**config.mk**
```make
export PLATFORM = sky130hd
export DESIGN_NAME = ccff_loader
export DESIGN_NICKNAME = d
export VERILOG_FILES = /design/src/rtl/ccff_pkg.sv /design/src/rtl/ccff_word_shifter.sv /design/src/rtl/ccff_loader.sv
export SDC_FILE = /design/constraint.sdc
export NUM_CORES = 1
export LEC_CHECK = 0
export CORE_UTILIZATION = 25
export DETAILED_ROUTE_END_ITERATION = 7
export MAX_ROUTING_LAYER = met4
export PLACE_DENSITY = 0.44
export SLEW_MARGIN = 5
export SYNTH_ARGS = -nofsm -noshare
export SYNTH_HDL_FRONTEND = slang
export SYNTH_HIERARCHICAL = 1
export SYNTH_SLANG_ARGS = --single-unit
```
**constraint.sdc**
```tcl
create_clock -name prog_clk -period 2.95 [get_ports prog_clk]
set_input_delay 0.59 -clock prog_clk [delete_from_list [all_inputs] [get_ports prog_clk]]
set_output_delay 0.59 -clock prog_clk [all_outputs]
set_load 0.01 [all_outputs]
```
**src/rtl/ccff_pkg.sv**
```systemverilog
// Shared types and helpers for the configuration-chain loader.
package ccff_pkg;

    typedef enum logic [1:0] {
        ST_IDLE = 2'd0,
        ST_PROG = 2'd1,
        ST_TEST = 2'd2,
        ST_DONE = 2'd3
    } ccff_state_t;

    localparam logic CCFF_MODE_PROG = 1'b0;
    localparam logic CCFF_MODE_TEST = 1'b1;

    // Valid bits in the final bitstream word (1..word_w).
    function automatic int unsigned last_word_bits(input int unsigned chain_len,
                                                   input int unsigned word_w);
        return ((chain_len - 1) % word_w) + 1;
    endfunction

    function automatic int unsigned num_words(input int unsigned chain_len,
                                              input int unsigned word_w);
        return (chain_len + word_w - 1) / word_w;
    endfunction

endpackage

```
**src/rtl/ccff_word_shifter.sv**
```systemverilog
// Word intake and MSB-first serializer for the PROG bitstream path.
module ccff_word_shifter
    import ccff_pkg::*;
#(
    parameter int unsigned CHAIN_LEN = 29696,
    parameter int unsigned WORD_W    = 32,
    parameter int unsigned CNT_W     = 16
) (
    input  logic              prog_clk,
    input  logic              pReset,
    input  logic              init,
    input  logic              prog_next,
    input  logic [WORD_W-1:0] s_data,
    input  logic              s_valid,
    output logic              s_ready,
    output logic              bit_valid,
    output logic              bit_data
);

    localparam int unsigned LAST_BITS = last_word_bits(CHAIN_LEN, WORD_W);
    localparam int unsigned N_WORDS   = num_words(CHAIN_LEN, WORD_W);
    localparam int unsigned BL_W      = $clog2(WORD_W + 1);

    logic [WORD_W-1:0] sreg, sreg_n;
    logic [BL_W-1:0]   bits_left, bits_left_n;
    logic [CNT_W-1:0]  words_left, words_left_n;
    logic              accept;

    assign accept = s_valid & s_ready;

    // An accepted word emits its MSB on the accepting edge, so bits_left counts
    // only the bits still waiting behind it; ready at zero gives no bubble.
    always_comb begin
        sreg_n       = sreg;
        bits_left_n  = bits_left;
        words_left_n = words_left;
        bit_valid    = 1'b0;
        bit_data     = sreg[WORD_W-1];
        if (init) begin
            sreg_n       = '0;
            bits_left_n  = '0;
            words_left_n = CNT_W'(N_WORDS);
        end else if (accept) begin
            bit_valid    = 1'b1;
            bit_data     = s_data[WORD_W-1];
            sreg_n       = s_data << 1;
            words_left_n = words_left - CNT_W'(1);
            bits_left_n  = (words_left == CNT_W'(1)) ? BL_W'(LAST_BITS - 1)
                                                     : BL_W'(WORD_W - 1);
        end else if (bits_left != '0) begin
            bit_valid   = 1'b1;
            sreg_n      = sreg << 1;
            bits_left_n = bits_left - BL_W'(1);
        end
    end

    always_ff @(posedge prog_clk or negedge pReset) begin
        if (!pReset) begin
            sreg       <= '0;
            bits_left  <= '0;
            words_left <= '0;
            s_ready    <= 1'b0;
        end else begin
            sreg       <= sreg_n;
            bits_left  <= bits_left_n;
            words_left <= words_left_n;
            s_ready    <= prog_next && (words_left_n != '0) && (bits_left_n == '0);
        end
    end

endmodule

```
**src/rtl/ccff_loader.sv**
```systemverilog
// Configuration-chain driver: streams the bitstream into ccff_head or runs a marker integrity test.
module ccff_loader
    import ccff_pkg::*;
#(
    parameter int unsigned CHAIN_LEN = 29696,
    parameter int unsigned WORD_W    = 32,
    parameter int unsigned CNT_W     = 16
) (
    input  logic              prog_clk,
    input  logic              pReset,
    input  logic              start,
    input  logic              mode,
    input  logic [WORD_W-1:0] s_data,
    input  logic              s_valid,
    output logic              s_ready,
    output logic              ccff_head,
    output logic              ccff_shift,
    input  logic              ccff_tail,
    output logic              busy,
    output logic              done,
    output logic              error,
    output logic [CNT_W-1:0]  shift_cnt
);

    localparam logic [CNT_W-1:0] CNT_LEN = CNT_W'(CHAIN_LEN);
    localparam logic [CNT_W-1:0] CNT_END = CNT_W'(CHAIN_LEN + 2);

    ccff_state_t      state, state_n;
    logic [CNT_W-1:0] shift_cnt_n;
    logic             head_n, shift_n, error_n;
    logic             init_prog, bit_valid, bit_data;

    ccff_word_shifter #(
        .CHAIN_LEN (CHAIN_LEN),
        .WORD_W    (WORD_W),
        .CNT_W     (CNT_W)
    ) u_shifter (
        .prog_clk  (prog_clk),
        .pReset    (pReset),
        .init      (init_prog),
        .prog_next (state_n == ST_PROG),
        .s_data    (s_data),
        .s_valid   (s_valid),
        .s_ready   (s_ready),
        .bit_valid (bit_valid),
        .bit_data  (bit_data)
    );

    always_comb begin
        state_n     = state;
        shift_cnt_n = shift_cnt + {{(CNT_W-1){1'b0}}, ccff_shift};
        head_n      = ccff_head;
        shift_n     = 1'b0;
        error_n     = error;
        init_prog   = 1'b0;
        case (state)
            ST_IDLE: begin
                if (start) begin
                    shift_cnt_n = '0;
                    error_n     = 1'b0;
                    if (mode == CCFF_MODE_TEST) begin
                        state_n = ST_TEST;
                        shift_n = 1'b1;
                        head_n  = 1'b1;
                    end else begin
                        state_n   = ST_PROG;
                        init_prog = 1'b1;
                    end
                end
            end
            ST_PROG: begin
                shift_n = bit_valid;
                if (bit_valid) head_n = bit_data;
                if (shift_cnt == CNT_LEN) state_n = ST_DONE;
            end
            ST_TEST: begin
                // Marker must appear at the tail after exactly CHAIN_LEN shifts.
                if (ccff_tail != (shift_cnt == CNT_LEN)) error_n = 1'b1;
                if (shift_cnt == CNT_END) begin
                    state_n = ST_DONE;
                end else begin
                    shift_n = (shift_cnt_n != CNT_END);
                    head_n  = 1'b0;
                end
            end
            ST_DONE: state_n = ST_IDLE;
            default: state_n = ST_IDLE;
        endcase
    end

    always_ff @(posedge prog_clk or negedge pReset) begin
        if (!pReset) begin
            state      <= ST_IDLE;
            shift_cnt  <= '0;
            ccff_head  <= 1'b0;
            ccff_shift <= 1'b0;
            error      <= 1'b0;
            busy       <= 1'b0;
            done       <= 1'b0;
        end else begin
            state      <= state_n;
            shift_cnt  <= shift_cnt_n;
            ccff_head  <= head_n;
            ccff_shift <= shift_n;
            error      <= error_n;
            busy       <= (state_n != ST_IDLE);
            done       <= (state_n == ST_DONE);
        end
    end

endmodule

```
==> summary.txt <==
Net Sw Power -> 0.000510 W
Final TNS setup -> 0 ns
largest cells by area after synthesis -> dfrtp_1 (46%), mux2i_1 (7.8%), nor2_1 (6.3%)
endpoint class of the critical path -> register
R2R cell count -> 8
max incr delay on CP -> 0.51 ns
clock power share -> 0.483
Gate Count Post-Synth -> 432
Flop pwr share -> 0.483
most frequent cell after synthesis -> dfrtp_1
CORE AREA -> 0.0165 mm²
drt drc -> 0
crit-path cells -> clkdlybuf4s50_1, and2_1, o21bai_1, inv_1, nand2_1, a21oi_1, or4b_1, nor4_2, a41oi_2
Yosys warnings -> 6
fin crit share -> 0.807
IO Count -> 60
Tightest Pin Transition -> 1.02 ns
fraction of registers with async set/reset -> 1.00
Clock Sinks -> 77
critical path depth -> 9
Worst slew margin -> 0.321
Layout Nets -> 526
root buf cell -> clkbuf_16
leakage -> 2.23 nW
fin. max-slew vios -> 0
Synth Flop Type -> dfrtp_1
CTS tree -> built
Initial Util -> 0.255
post-route ant nets -> 0
synth cell count leaders -> dfrtp_1 (77), nor2_1 (71), mux2i_1 (33)
slowest CP cell -> clkdlybuf4s50_1
per-cell routed wire length -> 14.4 µm
Power Dens Cells -> 413 mW/mm²
Max Clock Freq -> 0.420 GHz
# fillers -> 1,697
fraction of layout instances using a drive strength above 1 -> 0.0902
Overflow after GRT -> 0
Seq/Total Area, Yosys -> 0.458
unrepaired setup endpoints after global routing -> no
Setup violations, final -> 0
Required @ worst endpoint -> 3.16 ns
final hold vios -> 0
status -> finished clean
Skew-Pair Late Insertion Delay -> 0.35 ns
die height -> 132 µm
Final HPWL DP -> 6690 µm
combinational share of power -> 0.035
Synth Register Bits -> 77
first-pass GRT wire length -> 17,400 µm
Max clock buf depth -> 2
crit path kind -> in2reg
CTS Buf Count -> 9
Ant. Diodes -> 0
area leader, netlist -> dfrtp_1
critical path startpoint category -> input pin
Net Sw Frac -> 0.233
Post-synth EDFFs -> 0
violation count after the first detailed-route iteration -> 165
post-synth cell types -> 57
GRT Util Overall -> 0.130
post-CTS setup buffers -> 0
Synth top area share -> 0.458
Int Pwr -> 0.00168 W
worst vdd ir -> 0.000241 V
die area -> 0.0174 mm²
die width -> 132 µm
P&R area growth vs syn -> 25.7%
Tmin final -> 2.38 ns
Site Rows -> 47
Worst Hold Slack -> 0.419 ns
TritonRoute pass-1 iters -> 4
Clock Pin Slew Worst Setup and Hold Paths -> 0.06 ns
arrival time worst endpoint -> 2.59 ns
Avg Inst Size Synth -> 9.75 µm²
post-place setup slack -> 0.223 ns
net count after synthesis -> 475
initial antenna violation count -> 0
CP bufs+invs -> 2
maxcap violations -> 0
crit-path leading delay family -> simple AND/OR/NAND/NOR gates
HP Class -> in2async
Final Wtd Congestion -> 0.771
vias in the first global route -> 3,492
synthesized cell area -> 0.00421 mm²
total wire length -> 10,200 µm
PortBufs -> 59
cts repair resizes -> 0
vias post-DR -> 3,276
CTS Hold Bufs -> 0
setup ws final -> 0.569 ns
htree depth -> 3
Vias/cell -> 4.63
skew final -> 0.00985 ns
largest net degree at the start of global routing -> 78
Crit Path Max Fanout -> 4
## layout by cell type, fill, tap and decap left out, drive strengths merged, types with 12 or more instances in the layout
| master | count |
|---|---|
| nor2 | 71 |
| buf | 12 |
| mux2i | 33 |
| xor2 | 14 |
| a21oi | 17 |
| nor3 | 16 |
| clkdlybuf4s50 | 58 |
| a211oi | 31 |
| dfrtp | 77 |
| xnor2 | 19 |
| nand2 | 16 |
## sequential cells by signal, summed over array words and instances (netlist names)
signal,count
u_shifter/s_ready,1
ccff_shift,1
u_shifter/words_left,16
error,1
busy,1
state,2
done,1
ccff_head,1
u_shifter/sreg,31
u_shifter/bits_left,6
shift_cnt,16
## path summary, 6_finish.rpt
kind,startpoint,slack [ns],end
setup / recovery,s_valid,0.57,ccff_shift$_DFF_PN0_
hold / removal,pReset,0.42,u_shifter/sreg[4]$_DFFE_PN0P_
setup reg to reg,u_shifter/bits_left[0]$_DFF_PN0_,0.63,u_shifter/s_ready$_DFF_PN0_
hold reg to reg,error$_DFFE_PN0P_,0.54,error$_DFFE_PN0P_
max in group asynchronous,pReset,1.88,u_shifter/sreg[23]$_DFFE_PN0P_
min in group prog_clk,error$_DFFE_PN0P_,0.54,error$_DFFE_PN0P_
## through the flow
step | util | total power, W | cells | area, µm²
2_1_floorplan | - | 0.00108 | 432 | 4210
3_3_place_gp | 0.304 | 0.00115 | 692 | 5020
3_5_place_dp | 0.304 | 0.00115 | 692 | 5020
4_1_cts | 0.320 | 0.00224 | 708 | 5300
5_1_grt | 0.320 | 0.00228 | 708 | 5300
6_report | 0.320 | 0.00219 | 708 | 5300
## layer usage
layer  routed length [µm]  vias up  GRT usage
li1                     -     1633          -
met1                 4890     1584      0.161
met2                 4790       47      0.202
met3                  296       12     0.0292
met4                  237        0     0.0601
met5                    0        -          -
## kinds of logic (layout without fill, tap and decap cells)
logic type | Yosys count | in the layout | synth area share
DFF | 77 | 77 | 0.458
AOI/OAI and AO/OA | 72 | 72 | 0.116
muxes | 35 | 35 | 0.0838
adders and majority gates | 5 | 5 | 0.0149
buffers and inverters | 40 | 96 | 0.0431
xor gates and xnor gates | 33 | 33 | 0.0686
and+or+nand+nor | 170 | 170 | 0.216
## power groups by stage
stage / clock, W / sequential (W) / combinational (W)
after CTS: 0.00110 / 0.00106 / 0.0000797
after floorplan: 0 / 0.00108 / 0.00000156
final: 0.00106 / 0.00106 / 0.0000758
after global placement: 0 / 0.00108 / 0.0000785
after global routing: 0.00114 / 0.00105 / 0.0000844
after detailed placement: 0 / 0.00108 / 0.0000794
## cell type report
type	instances	area, µm²	share of cell area
multi-input cells	315	2110	0.398
flip-flops and latches	77	1930	0.364
inverters	10	37.5	0.00709
well taps	220	275	0.0520
clock inverters	6	48.8	0.00922
clock buffers	10	229	0.0432
repair buffers	70	671	0.127
No activity file was read; power rests on OpenSTA's default activity.
